<file path="src/rtl/decoder_2ri12_multi.sv">
// Registered multi-lane LoongArch 2RI12 decode stage with a 2-entry skid buffer.
// Define DECODER_2RI12_MEM_EN to also decode the LD.*/ST.* opcodes.
module decoder_2ri12_multi #(
    parameter int LANES   = 2,
    parameter int CAUSE_W = 7
) (
    input  logic                       clk,
    input  logic                       rst,
    input  logic                       flush,
    input  logic                       in_valid,
    output logic                       in_ready,
    input  logic [LANES-1:0]           in_lane_valid,
    input  logic [LANES*32-1:0]        in_pc,
    input  logic [LANES*32-1:0]        in_inst,
    input  logic [LANES-1:0]           in_exc,
    input  logic [LANES*CAUSE_W-1:0]   in_exc_cause,
    output logic                       out_valid,
    input  logic                       out_ready,
    output logic [LANES-1:0]           out_lane_valid,
    output logic [LANES*32-1:0]        out_pc,
    output logic [LANES*32-1:0]        out_inst,
    output logic [LANES-1:0]           out_inst_valid,
    output logic [LANES-1:0]           out_exc,
    output logic [LANES*CAUSE_W-1:0]   out_exc_cause,
    output logic [LANES*8-1:0]         out_aluop,
    output logic [LANES*3-1:0]         out_alusel,
    output logic [LANES*32-1:0]        out_imm,
    output logic [LANES-1:0]           out_reg1_en,
    output logic [LANES*5-1:0]         out_reg1_addr,
    output logic [LANES-1:0]           out_reg2_en,
    output logic [LANES*5-1:0]         out_reg2_addr,
    output logic [LANES-1:0]           out_wr_en,
    output logic [LANES*5-1:0]         out_wr_addr
);

    localparam logic [7:0] ALU_NOP   = 8'h00;
    localparam logic [7:0] ALU_SLTI  = 8'h01;
    localparam logic [7:0] ALU_SLTUI = 8'h02;
    localparam logic [7:0] ALU_ADDIW = 8'h03;
    localparam logic [7:0] ALU_ANDI  = 8'h04;
    localparam logic [7:0] ALU_ORI   = 8'h05;
    localparam logic [7:0] ALU_XORI  = 8'h06;
`ifdef DECODER_2RI12_MEM_EN
    localparam logic [7:0] ALU_LDB   = 8'h07;
    localparam logic [7:0] ALU_LDH   = 8'h08;
    localparam logic [7:0] ALU_LDW   = 8'h09;
    localparam logic [7:0] ALU_LDBU  = 8'h0A;
    localparam logic [7:0] ALU_LDHU  = 8'h0B;
    localparam logic [7:0] ALU_STB   = 8'h0C;
    localparam logic [7:0] ALU_STH   = 8'h0D;
    localparam logic [7:0] ALU_STW   = 8'h0E;
`endif

    localparam logic [2:0] ALU_SEL_NOP        = 3'd0;
    localparam logic [2:0] ALU_SEL_ARITHMETIC = 3'd1;
    localparam logic [2:0] ALU_SEL_LOAD_STORE = 3'd2;

    localparam logic [CAUSE_W-1:0] EXC_INE = CAUSE_W'(13);

    typedef struct packed {
        logic [LANES-1:0]              lv;
        logic [LANES-1:0][31:0]        pc;
        logic [LANES-1:0][31:0]        inst;
        logic [LANES-1:0]              iv;
        logic [LANES-1:0]              exc;
        logic [LANES-1:0][CAUSE_W-1:0] cause;
        logic [LANES-1:0][7:0]         aluop;
        logic [LANES-1:0][2:0]         sel;
        logic [LANES-1:0][31:0]        imm;
        logic [LANES-1:0]              r1en;
        logic [LANES-1:0][4:0]         r1a;
        logic [LANES-1:0]              r2en;
        logic [LANES-1:0][4:0]         r2a;
        logic [LANES-1:0]              wen;
        logic [LANES-1:0][4:0]         wa;
    } beat_t;

    beat_t       w_beat;
    beat_t       r_main;
    beat_t       r_skid;
    logic        r_main_v;
    logic        r_skid_v;
    logic        w_acc;
    logic [31:0] w_inst;
    logic [7:0]  w_op;
    logic        w_hit;
    logic        w_sext;
    logic        w_ls;
    logic        w_st;

    always_comb begin
        w_beat = '0;
        w_inst = '0;
        w_op   = ALU_NOP;
        w_hit  = 1'b0;
        w_sext = 1'b0;
        w_ls   = 1'b0;
        w_st   = 1'b0;
        for (int l = 0; l < LANES; l++) begin
            w_inst = in_inst[l*32 +: 32];
            w_op   = ALU_NOP;
            w_hit  = 1'b1;
            w_sext = 1'b0;
            w_ls   = 1'b0;
            w_st   = 1'b0;
            case (w_inst[31:22])
                10'h008: begin w_op = ALU_SLTI;  w_sext = 1'b1; end
                10'h009: begin w_op = ALU_SLTUI; w_sext = 1'b1; end
                10'h00A: begin w_op = ALU_ADDIW; w_sext = 1'b1; end
                10'h00D: w_op = ALU_ANDI;
                10'h00E: w_op = ALU_ORI;
                10'h00F: w_op = ALU_XORI;
`ifdef DECODER_2RI12_MEM_EN
                10'h0A0: begin w_op = ALU_LDB;  w_sext = 1'b1; w_ls = 1'b1; end
                10'h0A1: begin w_op = ALU_LDH;  w_sext = 1'b1; w_ls = 1'b1; end
                10'h0A2: begin w_op = ALU_LDW;  w_sext = 1'b1; w_ls = 1'b1; end
                10'h0A8: begin w_op = ALU_LDBU; w_sext = 1'b1; w_ls = 1'b1; end
                10'h0A9: begin w_op = ALU_LDHU; w_sext = 1'b1; w_ls = 1'b1; end
                10'h0A4: begin
                    w_op = ALU_STB; w_sext = 1'b1; w_ls = 1'b1; w_st = 1'b1;
                end
                10'h0A5: begin
                    w_op = ALU_STH; w_sext = 1'b1; w_ls = 1'b1; w_st = 1'b1;
                end
                10'h0A6: begin
                    w_op = ALU_STW; w_sext = 1'b1; w_ls = 1'b1; w_st = 1'b1;
                end
`endif
                default: w_hit = 1'b0;
            endcase

            w_beat.lv[l]   = in_lane_valid[l];
            w_beat.pc[l]   = in_pc[l*32 +: 32];
            w_beat.inst[l] = w_inst;
            // Empty lanes carry only the pass-through fields.
            if (in_lane_valid[l]) begin
                w_beat.iv[l]  = w_hit;
                w_beat.exc[l] = in_exc[l] | ~w_hit;
                if (in_exc[l])
                    w_beat.cause[l] = in_exc_cause[l*CAUSE_W +: CAUSE_W];
                else if (!w_hit)
                    w_beat.cause[l] = EXC_INE;
                if (w_hit) begin
                    w_beat.aluop[l] = w_op;
                    w_beat.sel[l]   = w_ls ? ALU_SEL_LOAD_STORE
                                           : ALU_SEL_ARITHMETIC;
                    w_beat.imm[l]   = w_sext ? {{20{w_inst[21]}}, w_inst[21:10]}
                                             : {20'b0, w_inst[21:10]};
                    w_beat.r1en[l]  = 1'b1;
                    w_beat.r1a[l]   = w_inst[9:5];
                    w_beat.r2en[l]  = w_st;
                    w_beat.r2a[l]   = w_st ? w_inst[4:0] : 5'd0;
                    w_beat.wen[l]   = ~w_st;
                    w_beat.wa[l]    = w_st ? 5'd0 : w_inst[4:0];
                end
            end
        end
    end

    assign w_acc    = in_valid & ~r_skid_v;
    assign in_ready = ~r_skid_v;

    // Skid only fills while main is stalled, so main refills from skid first.
    always_ff @(posedge clk or posedge rst) begin
        if (rst) begin
            r_main_v <= 1'b0;
            r_skid_v <= 1'b0;
            r_main   <= '0;
            r_skid   <= '0;
        end else if (flush) begin
            r_main_v <= 1'b0;
            r_skid_v <= 1'b0;
        end else if (!r_main_v || out_ready) begin
            if (r_skid_v) begin
                r_main   <= r_skid;
                r_main_v <= 1'b1;
                r_skid_v <= 1'b0;
            end else if (w_acc) begin
                r_main   <= w_beat;
                r_main_v <= 1'b1;
            end else begin
                r_main_v <= 1'b0;
            end
        end else if (w_acc) begin
            r_skid   <= w_beat;
            r_skid_v <= 1'b1;
        end
    end

    assign out_valid      = r_main_v;
    assign out_lane_valid = r_main.lv;
    assign out_pc         = r_main.pc;
    assign out_inst       = r_main.inst;
    assign out_inst_valid = r_main.iv;
    assign out_exc        = r_main.exc;
    assign out_exc_cause  = r_main.cause;
    assign out_aluop      = r_main.aluop;
    assign out_alusel     = r_main.sel;
    assign out_imm        = r_main.imm;
    assign out_reg1_en    = r_main.r1en;
    assign out_reg1_addr  = r_main.r1a;
    assign out_reg2_en    = r_main.r2en;
    assign out_reg2_addr  = r_main.r2a;
    assign out_wr_en      = r_main.wen;
    assign out_wr_addr    = r_main.wa;

endmodule

</file>
<file path="config.mk">
export PLATFORM = sky130hd
export DESIGN_NAME = decoder_2ri12_multi
export DESIGN_NICKNAME = d
export VERILOG_FILES = /design/src/rtl/decoder_2ri12_multi.sv
export SDC_FILE = /design/constraint.sdc
export NUM_CORES = 1
export LEC_CHECK = 0
export CORE_AREA = 2 2 156 235
export CTS_CLUSTER_DIAMETER = 100
export DETAILED_ROUTE_END_ITERATION = 6
export DIE_AREA = 0 0 158 237
export PLACE_DENSITY_LB_ADDON = 0.2
export SETUP_SLACK_MARGIN = 0.5
export SLEW_MARGIN = 30
export SYNTH_ARGS = -nofsm -noshare
export SYNTH_HDL_FRONTEND = slang
export SYNTH_SLANG_ARGS = --single-unit
</file>
<file path="constraint.sdc">
create_clock -name clk -period 27.5 [get_ports clk]
set_clock_uncertainty 0.15 [all_clocks]
set_input_delay 5.5 -clock clk [delete_from_list [all_inputs] [get_ports clk]]
set_output_delay 5.5 -clock clk [all_outputs]
set_load 0.1 [all_outputs]
</file>
==> flow_summary.json, run 1 <==
{
  "power-per-cell-area_nw_per_um2": 80.93,
  "dp.cells": 2440,
  "cts_post_setup_buffers_inserted": 0,
  "synth_top_cell_area_share_pct": 57.55,
  "timing.hold.ws_ns": 0.3195,
  "globalRouteTotalUtil_pct": 24.80,
  "rows": 85,
  "criticalPathCategory": "flop to output port",
  "finalCritPeriodShare_pct": 30.36,
  "ff2ff_setup_slack_ns": 24.12,
  "endpoint_kind": "output port",
  "seq_power_share_pct": 39.6,
  "m1WireLength_um": 18740,
  "peakVddDrop_v": 0.00005038,
  "fin_crit_ns": 8.348,
  "die_w_um": 158,
  "wl_met3_um": 3309,
  "wirelength_um": 46710,
  "drt_iter0_drc": 888,
  "place.gp.congestion": 0.8120,
  "multi_input_area_um2": 6410,
  "slew_headroom_pct": 30.14,
  "wl_met2_um": 23100,
  "yosysWarnings": 0,
  "internal_power_w": 0.001132,
  "setup_viol": 0,
  "overflow": 0,
  "numCtsBuffers": 40,
  "p_sw_share_pct": 37.76,
  "final_area_um2": 22470,
  "cp_max_fo": 22,
  "final-seq-area_um2": 10060,
  "final.setup.tns_ns": 0,
  "crit_path_cell_trace": "inv_1 -> clkdlybuf4s50_1",
  "highest_layer": "met4",
  "ys_types": 48,
  "pin_count": 423,
  "drt_pass1_iterations": 5,
  "startpoint_type": "flop",
  "layout-drive-gt1-share_pct": 6.588,
  "die_y_um": 237,
  "cts.htree.levels": 2,
  "cts_root_buf": "clkbuf_16",
  "final_max_slew_viol_count": 0,
  "synthCells": 1716,
  "syn_area_um2": 17480,
  "dp_hpwl_um": 29920,
  "grt_pass1_vias": 13520,
  "slowest_stage": "clkdlybuf4s50_1",
  "worstPathArrival_ns": 2.70,
  "finalHoldViolCount": 0,
  "cts_tree": "built",
  "power_frac_comb_pct": 29.6,
  "rsz0062_at_grt": "no",
  "antenna_found_initial": 3,
  "power.share.clock_pct": 30.8,
  "yosysTopAreaCell": "dfrtp_1",
  "drcViolationCount": 0,
  "p_leak_nw": 10.36,
  "fill_cells": 2967,
  "final_cells": 2515,
  "cpPeakStageDelay_ns": 1.23,
  "coreArea_um2": 35520,
  "yosys_register_bits": 402,
  "start_util_pct": 49.21,
  "path_clk_slew_ns": 0.06,
  "io_buffers": 396,
  "grt_max_degree": 238,
  "fin_nets": 2156,
  "clk_path_buf_depth": 3,
  "max_freq_ghz": 0.1198,
  "insertion_delay_ns": 0.54,
  "dieArea_um2": 37450,
  "drv_cap": 0,
  "run_status": "finished clean",
  "p_sw_w": 0.0006866,
  "syn_area_per_cell_um2": 10.19,
  "drt.antenna.violating_nets": 0,
  "worstHoldPathType": "flop to flop",
  "wl_per_cell_um": 18.57,
  "numClockSinks": 402,
  "post_cts_resized": 0,
  "syn2layout_area_growth_pct": 28.56,
  "vias_per_cell": 5.309,
  "synth_seq_area_share_pct": 57.55,
  "dpl-instance-area_um2": 21140,
  "critPathRequiredTime_ns": 21.85,
  "ctsHoldBuffers": 0,
  "vias": 13350,
  "worst_pin_slew_ns": 1.045,
  "grt_pass1_wl_um": 73640,
  "synth.area.top_cells": "dfrtp_1, nand2_1, mux2i_1, o21ai_0, buf_4"
}
## cell usage in the layout, fill, tap and decap left out, drive strengths merged, types with 2 or more instances in the layout
master and instances:
inv 2, nand3b 4, o21bai 2, mux2i 128
buf 37, a31oi 6, a221o 22, nor3 6
nor2 26, conb 26, o211ai 6, nand3 24
or3 4, a211o 2, diode 3, nand2b 5
a22o 44, clkdlybuf4s50 374, nand2 526, clkinv 7
bufinv 4, nor4b 3, mux2 21, a21o 24
or4 2, clkbuf 61, and3 25, o31ai 10
dfrtp 402, a21oi 16, nor4 2, o2111ai 2
nor2b 9, o21ai 194
## power by group through the flow
stage / logic [W] / clock network [W] / registers [W]
after global routing: 0.000565 / 0.000596 / 0.000730
after detailed placement: 0.000541 / 0 / 0.000731
after global placement: 0.000537 / 0 / 0.000727
after CTS: 0.000542 / 0.000572 / 0.000721
after floorplan: 0.000155 / 0 / 0.000981
final: 0.000538 / 0.000560 / 0.000721
## synth_stat cells, drive strengths merged
| master | n |
|---|---|
| or4 | 2 |
| o21ai | 194 |
| nor2b | 9 |
| o211ai | 6 |
| clkbuf | 57 |
| a21oi | 16 |
| nor3b | 1 |
| and4 | 1 |
| nand2b | 5 |
| dfrtp | 402 |
| nand3b | 4 |
| a211o | 2 |
| a221o | 22 |
| nor4 | 2 |
| buf | 133 |
| nor2 | 26 |
| a22o | 44 |
| nand4 | 1 |
| or3 | 4 |
| nor4b | 3 |
| a31oi | 6 |
| xnor2 | 1 |
| o41ai | 1 |
| conb | 1 |
| o2111ai | 2 |
| or3b | 1 |
| mux2i | 128 |
| nand3 | 24 |
| nor3 | 6 |
| nand2 | 526 |
| inv | 2 |
| o31ai | 10 |
| and3 | 25 |
| a221oi | 1 |
| mux2 | 21 |
| o21bai | 2 |
| and2 | 1 |
| a21o | 24 |
## worst max-delay path, delay by kind of cell, from the launching register on
kind,cells,cell delay [ns]
buf+inv,2,1.50
flops,1,0.64
## registers in the layout (all words and copies together) (netlist names), 6 cells and up
| signal | count |
|---|---|
| out_imm | 26 |
| r_skid | 200 |
| out_pc | 64 |
| out_exc_cause | 14 |
| out_wr_addr | 10 |
| out_inst | 64 |
| out_aluop | 6 |
| out_reg1_addr | 10 |
## per-stage QoR
| stage | worst slack [ns] | power, W | util, % |
|---|---|---|---|
| floorplan | 10.67 | 0.001136 | - |
| global placement | 18.22 | 0.001264 | 59.59 |
| detailed placement | 18.13 | 0.001272 | 59.52 |
| CTS | 18.71 | 0.001835 | 63.28 |
| global route | 18.98 | 0.001892 | 63.27 |
| finish | 19.15 | 0.001819 | 63.27 |
## cell type report
cell class,count,area share (%)
Multi-Input combinational cell,1147,28.52
Sequential cell,402,44.78
Inverter,2,0.08908
Tap cell,478,2.661
Antenna cell,3,0.03341
Timing Repair Buffer,412,17.97
Clock inverter,11,0.7071
Clock buffer,60,5.239
## path summary, 6_finish.rpt
check                                                     end  cells after the start                     from
worst max-delay path                                 in_ready                      2     r_skid_v$_DFFE_PP0P_
worst min-delay path                  r_skid[139]$_DFFE_PP0P_                      1  r_skid[139]$_DFFE_PP0P_
worst max register to register  out_inst_valid[1]$_DFFE_PP0P_                      6     r_skid_v$_DFFE_PP0P_
worst min register to register        r_skid[139]$_DFFE_PP0P_                      1  r_skid[139]$_DFFE_PP0P_
max in group asynchronous             out_inst[3]$_DFFE_PP0P_                      4                      rst
min in group asynchronous              out_pc[53]$_DFFE_PP0P_                      2                      rst
## per-layer routing
| metal | track usage [%] | vias up |
|---|---|---|
| met5 | 0 | - |
| met4 | 9.091 | 0 |
| met3 | 6.113 | 87 |
| met2 | 41.20 | 406 |
| met1 | 31.34 | 6586 |
| li1 | - | 6272 |
## kinds of logic after synthesis
logic type / share of synthesized area [%]
simple gates: 15.36
flops: 57.55
other cells: 0.02145
mux: 8.682
compound gates: 11.86
xor+xnor: 0.05011
buf+inv: 6.478
(Power assumes the default switching activity.)
==> inputs of run 2 (changes only) <==
Clock period 27.5 ns to 8.65 ns, I/O delays scaled along.
==> flow_summary.json, run 2 (synthesis gave the netlist of run 1 again) <==
{
  "grt_pass1_wl_um": 73570,
  "place.gp.congestion": 0.7884,
  "worst_pin_slew_ns": 1.051,
  "path_delay_family": "buffers and inverters",
  "post_cts_resized": 0,
  "run_status": "finished clean",
  "cts_post_setup_buffers_inserted": 0,
  "ctsHoldBuffers": 0,
  "numClockSinks": 402,
  "critPathRequiredTime_ns": 6.77,
  "endpoint_kind": "output port",
  "slowest_stage": "clkdlybuf4s50_1",
  "largest-register": "r_skid",
  "drcViolationCount": 0,
  "crit_path_start": "r_skid_v$_DFFE_PP0P_",
  "dieArea_um2": 37450,
  "fin_crit_ns": 4.712,
  "wl_per_cell_um": 18.61,
  "startpoint_type": "flop",
  "overflow": 0,
  "p_sw_w": 0.002190,
  "r2r_start": "r_skid_v$_DFFE_PP0P_",
  "cts_tree": "built",
  "seq_power_share_pct": 39.7,
  "insertion_delay_ns": 0.53,
  "path_clk_slew_ns": 0.06,
  "vias_per_cell": 5.293,
  "dp_hpwl_um": 30110,
  "p_sw_share_pct": 37.80,
  "crit_path_cell_trace": "inv_1 -> clkdlybuf4s50_1",
  "reg2reg_to": "out_imm[36]$_DFFE_PP0P_",
  "die_w_um": 158,
  "final.setup.tns_ns": 0,
  "numCtsBuffers": 39,
  "finalCritPeriodShare_pct": 54.47,
  "criticalPathCategory": "flop to output port",
  "cts.htree.levels": 2,
  "path_buf_inv": 2,
  "wirelength_um": 46870,
  "layout-drive-gt1-share_pct": 7.020,
  "drt_iter0_drc": 882,
  "grt_max_degree": 185,
  "die_y_um": 237,
  "largest_reg_flops": 200,
  "syn2layout_area_growth_pct": 28.95,
  "max_freq_ghz": 0.2122,
  "drt_pass1_iterations": 5,
  "rsz0062_at_grt": "no",
  "power.share.clock_pct": 30.8,
  "cp_max_fo": 50,
  "cp-endpoint": "in_ready",
  "timing.hold.ws_ns": 0.3244,
  "final_max_slew_viol_count": 0,
  "drv_cap": 0,
  "worstHoldPathType": "flop to flop",
  "final_common_cell": "nand2_1",
  "cts_root_buf": "clkbuf_16",
  "layout_common_cells": "nand2_1, dfrtp_1, clkdlybuf4s50_1",
  "finalHoldViolCount": 0,
  "r2r_cells": 5,
  "drt.antenna.violating_nets": 0,
  "io_buffers": 396,
  "grt_pass1_vias": 13370,
  "path_depth": 2,
  "peakVddDrop_v": 0.0001972,
  "p_leak_nw": 10.39,
  "rows": 85,
  "worstPathArrival_ns": 2.83,
  "power-per-cell-area_nw_per_um2": 257.0,
  "coreArea_um2": 35520,
  "antenna_found_initial": 3,
  "power_frac_comb_pct": 29.5,
  "setup_viol": 0,
  "vias": 13330,
  "pin_count": 423,
  "fill_cells": 2942,
  "ff2ff_setup_slack_ns": 5.07,
  "slew_headroom_pct": 29.72,
  "globalRouteTotalUtil_pct": 24.74,
  "fin_nets": 2159,
  "cpPeakStageDelay_ns": 1.08,
  "internal_power_w": 0.003603,
  "start_util_pct": 49.21,
  "clk_path_buf_depth": 3
}
## run 2: cell types whose count changed in the layout (fill, tap and decap cells not counted), sizes merged
cell | previous run | this run
clkinv | 7 | 9
buf | 37 | 40
inv | 2 | 1
clkinvlp | 0 | 2
clkbuf | 61 | 57
bufinv | 4 | 3
clkdlybuf4s50 | 374 | 376
## run 2: stage by stage
stage               instance area, um^2  setup WS [ns]  utilization [%]  cells  total power, W
floorplan                         17580          1.356                -   1741        0.003612
global placement                  21170          3.369            59.61   2441        0.004020
detailed placement                21190          3.596            59.67   2444        0.004051
CTS                               22550          3.911            63.49   2514        0.005845
global route                      22540          3.864            63.46   2518        0.006014
finish                            22540          3.938            63.46   2518        0.005792
## run 2: power by group through the flow
stage,clock network (W),logic (W),registers (W)
5_1_grt,0.00189,0.00180,0.00233
3_3_place_gp,0,0.00170,0.00231
4_1_cts,0.00182,0.00173,0.00230
3_5_place_dp,0,0.00172,0.00233
2_1_floorplan,0,0.000493,0.00312
6_report,0.00179,0.00171,0.00230
## run 2: layout make-up
type                            instances  area [um^2]  share of cell area, %
Timing Repair Buffer                  416         4093                  18.16
Multi-Input combinational cell       1147         6410                  28.44
Clock inverter                         13        142.6                 0.6328
Inverter                                2        11.26                0.04996
Tap cell                              478        598.1                  2.653
Sequential cell                       402        10060                  44.64
Clock buffer                           57         1216                  5.395
Antenna cell                            3        7.507                0.03330
## run 2: worst min-delay path by stage
stage,start,end,slack [ns],cells past startpoint
6_report,r_skid[142]$_DFFE_PP0P_,r_skid[142]$_DFFE_PP0P_,0.32,2
2_1_floorplan,r_skid[138]$_DFFE_PP0P_,r_skid[138]$_DFFE_PP0P_,0.29,1
3_3_place_gp,r_skid[138]$_DFFE_PP0P_,r_skid[138]$_DFFE_PP0P_,0.30,1
4_1_cts,r_skid[138]$_DFFE_PP0P_,r_skid[138]$_DFFE_PP0P_,0.33,1
3_5_place_dp,r_skid[138]$_DFFE_PP0P_,r_skid[138]$_DFFE_PP0P_,0.31,1
5_1_grt,r_skid[153]$_DFFE_PP0P_,r_skid[153]$_DFFE_PP0P_,0.34,2
## run 2: tightest hold or removal path, cell delays in order (launching register included)
cell and delay, ns:
dfrtp_1 0.34, nand2_1 0.05, nand2_1 0.05
## run 2: routing by layer
metal / up-vias / share of wire, % / global-route usage, % / routed length (um)
met5: - / 0 / 0 / 0
met4: 0 / 2.9 / 8.463 / 1372
met3: 76 / 7.4 / 6.186 / 3466
met2: 433 / 50 / 41.41 / 23360
met1: 6544 / 40 / 31.20 / 18670
li1: 6276 / - / - / -
